==> src/rtl/mult_arbiter.sv <==
// mult_arbiter: request/grant sequencer sharing one serial multiplier.
// Define MULT_ARB_RR_EN for round-robin arbitration (fixed priority otherwise).
`timescale 1ns/1ps
module mult_arbiter #(
  parameter int N_REQ       = 3,
  parameter int OP_W        = 16,
  parameter int TIMEOUT_CYC = 64
) (
  input  logic                       clk_i,
  input  logic                       rst_ni,
  input  logic [N_REQ-1:0]           req_i,
  input  logic [N_REQ-1:0][OP_W-1:0] op_a_i,
  input  logic [N_REQ-1:0][OP_W-1:0] op_b_i,
  output logic [N_REQ-1:0]           gnt_o,
  output logic [N_REQ-1:0]           done_o,
  output logic [2*OP_W-1:0]          result_o,
  output logic                       mult_start_o,
  output logic [OP_W-1:0]            mult_a_o,
  output logic [OP_W-1:0]            mult_b_o,
  output logic [1:0]                 mult_sel_o,
  input  logic                       mult_ready_i,
  input  logic [2*OP_W-1:0]          mult_result_i,
  output logic                       err_o
);

  localparam int CNT_W = $clog2(TIMEOUT_CYC + 1);

  typedef enum logic [1:0] {
    IDLE,
    ISSUE,
    WAIT,
    DONE
  } state_e;

  state_e             state_q, state_d;
  logic [CNT_W-1:0]   cnt_q, cnt_d;
  logic [N_REQ-1:0]   gnt_q;
  logic [1:0]         sel_q;
  logic [OP_W-1:0]    a_q, b_q;
  logic [2*OP_W-1:0]  res_q;
  logic               err_q;
  logic [1:0]         win;
  logic               win_vld;
  logic               grant;
  logic               timeout;

`ifdef MULT_ARB_RR_EN
  logic [1:0] ptr_q;
  logic [2:0] cand;

  // Walk from farthest to nearest so the first requester after ptr wins.
  always_comb begin
    win     = '0;
    win_vld = 1'b0;
    cand    = '0;
    for (int k = N_REQ; k >= 1; k--) begin
      cand = {1'b0, ptr_q} + 3'(k);
      if (cand >= 3'(N_REQ)) cand = cand - 3'(N_REQ);
      if (req_i[cand[1:0]]) begin
        win     = cand[1:0];
        win_vld = 1'b1;
      end
    end
  end
`else
  always_comb begin
    win     = '0;
    win_vld = 1'b0;
    for (int k = N_REQ - 1; k >= 0; k--) begin
      if (req_i[k]) begin
        win     = 2'(k);
        win_vld = 1'b1;
      end
    end
  end
`endif

  assign grant   = (state_q == IDLE) && win_vld;
  assign timeout = (state_q == WAIT) && !mult_ready_i &&
                   (cnt_q == CNT_W'(TIMEOUT_CYC - 1));

  always_comb begin
    state_d = state_q;
    cnt_d   = cnt_q;
    unique case (state_q)
      IDLE: begin
        if (win_vld) state_d = ISSUE;
      end
      ISSUE: begin
        cnt_d   = '0;
        state_d = WAIT;
      end
      WAIT: begin
        cnt_d = cnt_q + 1'b1;
        if (mult_ready_i || timeout) state_d = DONE;
      end
      DONE: begin
        state_d = IDLE;
      end
      default: state_d = IDLE;
    endcase
  end

  always_ff @(posedge clk_i or negedge rst_ni) begin
    if (!rst_ni) begin
      state_q <= IDLE;
      cnt_q   <= '0;
      gnt_q   <= '0;
      sel_q   <= '0;
      a_q     <= '0;
      b_q     <= '0;
      res_q   <= '0;
      err_q   <= 1'b0;
    end else begin
      state_q <= state_d;
      cnt_q   <= cnt_d;
      if (grant) begin
        gnt_q <= N_REQ'(1) << win;
        sel_q <= win;
        a_q   <= op_a_i[win];
        b_q   <= op_b_i[win];
      end
      if (state_q == DONE) gnt_q <= '0;
      if (state_q == WAIT && mult_ready_i) res_q <= mult_result_i;
      if (timeout) err_q <= 1'b1;
    end
  end

`ifdef MULT_ARB_RR_EN
  always_ff @(posedge clk_i or negedge rst_ni) begin
    if (!rst_ni) begin
      ptr_q <= 2'(N_REQ - 1);
    end else if (grant) begin
      ptr_q <= win;
    end
  end
`endif

  assign gnt_o        = gnt_q;
  assign done_o       = (state_q == DONE) ? gnt_q : '0;
  assign result_o     = res_q;
  assign mult_start_o = (state_q == ISSUE);
  assign mult_a_o     = a_q;
  assign mult_b_o     = b_q;
  assign mult_sel_o   = sel_q;
  assign err_o        = err_q;

endmodule

==> config.mk <==
export PLATFORM = sky130hd
export DESIGN_NAME = mult_arbiter
export DESIGN_NICKNAME = d
export VERILOG_FILES = /design/src/rtl/mult_arbiter.sv
export SDC_FILE = /design/constraint.sdc
export NUM_CORES = 1
export LEC_CHECK = 0
export ABC_AREA = 1
export CAP_MARGIN = 20
export CORE_UTILIZATION = 30
export CTS_CLUSTER_DIAMETER = 80
export CTS_CLUSTER_SIZE = 16
export DETAILED_ROUTE_END_ITERATION = 10
export PLACE_DENSITY = 0.64
export SYNTH_ARGS = -nofsm -noshare
export SYNTH_HDL_FRONTEND = slang
export SYNTH_SLANG_ARGS = --single-unit
==> constraint.sdc <==
create_clock -name clk_i -period 1.8 [get_ports clk_i]
set_input_delay 0.27 -clock clk_i [delete_from_list [all_inputs] [get_ports clk_i]]
set_output_delay 0.27 -clock clk_i [all_outputs]
set_load 0.03 [all_outputs]
### Word-level counts from Yosys, hierarchy flattened

Cells that the tools add are included.

| storage, ports and cells | value |
|---|---|
| logic and storage cells | 44 |
| input bits | 134 |
| output and inout bits | 74 |
| register bits after elaboration | 79 |

| cells by class | value |
|---|---|
| reductions and logical operators | 10 |
| eq/ne operators | 6 |
| $lt $le $gt $ge | 1 |
| shifts and indexed selects | 1 |
| $add $sub $neg | 1 |
| muxes and demuxes | 17 |

Operator list:

| operator | number |
|---|---|
| 16-bit binary-select mux with 2-bit select | 2 |
| 16-bit 2-to-1 mux | 2 |
| 7-bit case mux with 2 select lines | 1 |
| 2-bit 2-to-1 mux | 5 |
| 3-bit 2-to-1 mux | 3 |
| 2-bit case mux with 4 select lines | 1 |
| 7-bit by 1-bit adder with 7-bit output (second input constant) | 1 |
| 7-bit by 6-bit == test with 1-bit output (second input constant) | 1 |
| 2-bit == test (second input constant) | 2 |
| 1-bit logical AND | 4 |
| 2-bit != test (second input constant) | 2 |
| 2-bit nonzero test | 2 |
| 2-bit by 3-bit < comparator with 1-bit output (second input constant) | 1 |
| 1-bit 2-to-1 mux | 3 |
| 1-bit by 2-bit left shift with 3-bit output (first input constant) | 1 |
| 2-bit by 1-bit == test with 1-bit output (second input constant) | 1 |
| 2-bit logical NOT | 1 |
| 2-bit AND reduction | 1 |
| 1-bit logical NOT | 1 |
| 1-bit logical OR | 1 |

### Depth between registers and ports, before layout

| depth | value |
|---|---|
| depth in word-level cells | 6 |
| depth in mapped cells | 9 |
| depth with buffers taken out | 8 |

### Worst setup path before layout

Ideal clock, no wire load.

| timing path | value |
|---|---|
| path type | register to register |
| start point | register state_q[0] |
| end point | register cnt_q[6] |
| slack | 0.328 ns |
| arrival | 1.355 ns |
| stages on the path, launching flop included | 9 |
| period minus slack after synthesis | 1.472 ns |
| buffers on the path | 1 |
| data required time | 1.683 ns |
| setup time | 0.117 ns |
| cell sequence | dfrtp_1 > inv_1 > ha_1 > clkbuf_1 > nand2_1 > nor2_1 > nand2_1 > nor2_1 > nor2_1 |

| on the way | value |
|---|---|
| word-level cells in the longest chain between the ends | 2 |
| elaborated cells between the ends (all ways) | 4 |
| those cells by class | 2 x eq/ne; 1 x mux; 1 x reduce/logical |

RTL lines:

| element | line | text |
|---|---|---|
| start, declared | 35 | `state_e state_q, state_d;` |
| start signal, assigned | 115 | `state_q <= state_d;` |
| 2-bit == test or 2-bit by 1-bit == test with 1-bit output (tied branches) | 85 | `unique case (state_q)` |
| 7-bit case mux with 2 select lines or 2-bit nonzero test (tied branches) | -- |  |
| end signal, assigned | 116 | `cnt_q <= cnt_d;` |
| end, declared | 36 | `logic [CNT_W-1:0] cnt_q, cnt_d;` |

Parallel ways exist; a longest one is shown, timed or not.
A chain may end at the register's enable or synchronous reset.

### Worst setup path after layout

| timing path | value |
|---|---|
| start point | register state_q[1] |
| end point | output mult_start_o |

| on the way | value |
|---|---|
| word-level cells in the longest chain between the ends | 1 |

RTL lines:

| element | line | text |
|---|---|---|
| 2-bit by 1-bit == test with 1-bit output | 142 | `assign mult_start_o = (state_q == ISSUE);` |
| end, declared | 17 | `output logic mult_start_o,` |

No other way between the ends.

==> impl_metrics.toml <==
[cts]
clk_path_buf_depth = 2
cts_tree = "built"
cts_made_buffers = 9
cts.sinks = 79
root_buffer = "clkbuf_16"
cts_setup_buffers = 0
clk-insertion-delay-late_ns = 0.33
htreeDepth = 3
clkSlewWorstSetupHoldPaths_ns = 0.06

[synthesis]
synth_area_leader_cell = "dfrtp_1"
mappedNetlistNets = 589
yosysUniqueCellTypes = 20
synth-async-reset-ratio_pct = 100
ys_top_cells_by_count = "nand2_1, nand3_1, dfrtp_1"
synthCells = 450
yosysMostFrequentCell = "nand2_1"
ys_seq_elements = 79
ys.flop_type = "dfrtp_1"
synth_edf_count = 0
syn_area_sq_um = 3980
yosysSeqAreaShare_pct = 49.7
netlist.area_leader.share_pct = 49.7
synthTopCellsByArea = "dfrtp_1, nand3_1, nand2_1, mux2_2, or2_0"
ys.warnings.count = 0
avgSynthCellArea_sq_um = 8.84

[timing]
fmax_mhz = 582
period_needed_ns = 1.72
max_slew_margin_pct = 75.9
drv_slew = 0
setup_viol = 0
rsz0062_at_grt = "false"
skew_ns = 0.00357
timing.final.crit_share_pct = 95.4
hold_viol = 0
worstMarginPinSlew_ns = 0.361

[setup_path]
start_kind = "flip-flop"
crit_chain = "inv_1 -> ha_1 -> dlygate4sd2_1"
cp.arrival_ns = 1.45
reg2reg_setup_slack_ns = 0.27
crit_end = "mult_start_o"
ff2ff_path_depth = 7
end_kind = "output port"
r2r_end = "mult_b_o[8]"
r2r_start = "state_q[0]"
slowest_delay_ns = 0.42
required_ns = 1.53
worst-setup-path-type = "reg -> out"
slowest_stage = "dlygate4sd2_1"
setup.worst_path.start = "state_q[1]"
path_max_fanout = 4

[global_route]
track_usage_pct = 18.0
grt_pass1_vias = 3816
antenna_found_initial = 0
grt.overflow.total = 0
grt_max_degree = 51
grtUsageMet1_pct = 20.8
grt_pass1_wl_um = 18800
top_usage_layer = "met2"
grt_use_met2_pct = 31.7
use_met3_pct = 4.12

[die]
start_util_pct = 31.1
io_pins = 208
die_area_sq_um = 13700
die-height_um = 117
fp.coreArea_sq_um = 12800
rows = 41
dieWidth_um = 117

[power]
p_leak_uw = 0.00299
p_total_uw = 10700
p_per_area_nw_per_um2 = 1610
irDropWorstVdd_uv = 713

[layout]
area_growth_pct = 66.5
finish.instance_area_sq_um = 6630
diodes = 0
drive_gt1_share_pct = 13.0
fill_cells = 1173
fin_nets = 797

[detailed_routing]
wl_per_cell_um = 14.7
drt_wl_total_um = 12300
dr.pass1.iters = 4
drt_iter0_drc = 196
dr_total_vias = 3833
drc = 0
ant_nets = 0
via_per_inst = 4.59

[placed_design]
gp_congestion = 0.807
dp_hpwl_um = 9240
portBuffers = 207
postPlaceCellArea_sq_um = 6310

[hold_path]
min_path_type = "in -> async"

[status]
status = "finished clean"

[flow_run]
maxCapViolCount = 0
==> worst min-delay path by stage <==
stage	to	slack [ns]
2_1_floorplan	cnt_q[0]	-0.03
3_3_place_gp	result_o[2]	0.20
3_5_place_dp	result_o[2]	0.21
4_1_cts	result_o[2]	0.40
5_1_grt	result_o[2]	0.42
6_report	result_o[2]	0.40
==> layer usage <==
metal,part of all wire [%],vias up
met1,41,1802
met4,2.2,0
met3,6.5,19
li1,-,1895
met5,0,-
met2,50,117
==> registers in the layout, summed over array words and instances (netlist names) <==
signal and flops:
result_o 32, err_o 1, cnt_q 7, mult_a_o 16, state_q 2, mult_sel_o 2, gnt_o 3, mult_b_o 16
==> critical path, delay by kind of cell, from the launching register on <==
family / cells / cell delay [ns]
fa+ha+maj: 1 / 0.19
flops: 1 / 0.41
buf+inv: 2 / 0.51
==> final cells by class <==
| type | instances | area, sq um | area share, % |
|---|---|---|---|
| timing repair buffer | 224 | 2290 | 34.5 |
| tap | 172 | 215 | 3.25 |
| sequential | 79 | 1980 | 29.8 |
| clock inverter | 5 | 62.6 | 0.944 |
| clock buffer | 11 | 253 | 3.81 |
| multi-input combinational | 328 | 1770 | 26.8 |
| inverter | 16 | 60.1 | 0.906 |
==> per-stage QoR <==
stage | instances | setup slack (ns) | TNS [ns] | util (%) | hold slack [ns]
2_1_floorplan | 450 | 0.328 | 0 | - | -0.0256
3_3_place_gp | 818 | 0.0278 | 0 | 49.4 | 0.204
3_5_place_dp | 818 | -0.0159 | -0.0215 | 49.4 | 0.208
4_1_cts | 835 | 0.00925 | 0 | 51.9 | 0.403
5_1_grt | 835 | 0.0255 | 0 | 51.9 | 0.422
6_report | 835 | 0.0820 | 0 | 51.9 | 0.398
==> where the power goes <==
group	switching [uW]	internal (uW)	total, uW
Clock	742	1160	1900
Combinational	3180	2520	5690
Sequential	450	2610	3060
Total	4370	6280	10700
==> cells by family after synthesis <==
kind of cell / share of synthesized area [%]
AOI/OAI and AO/OA: 1.70
DFF: 49.7
buffers and inverters: 5.75
and+or+nand+nor: 32.2
adders and majority gates: 1.57
muxes: 9.06
==> placed cells by master, fill, tap and decap left out, types with 7 or more instances in the layout <==
master | netlist | routed
dfrtp_1 | 79 | 79
clkbuf_16 | 0 | 9
or2_0 | 20 | 20
nor2_1 | 9 | 9
a21oi_1 | 7 | 7
inv_1 | 15 | 15
nand3_1 | 105 | 105
mux2_2 | 32 | 32
buf_4 | 0 | 10
nand2_1 | 129 | 129
or2_2 | 12 | 12
clkdlybuf4s50_1 | 0 | 202
buf_12 | 0 | 8
==> timing repair <==
action / 4_1_cts / 5_1_grt
setup endpoints to repair: 3 / 2
hold buffers: 1 / 0
endpoints found under the hold margin: 23 / 0
resized for setup: 3 / 4
(Power assumes the default switching activity.)
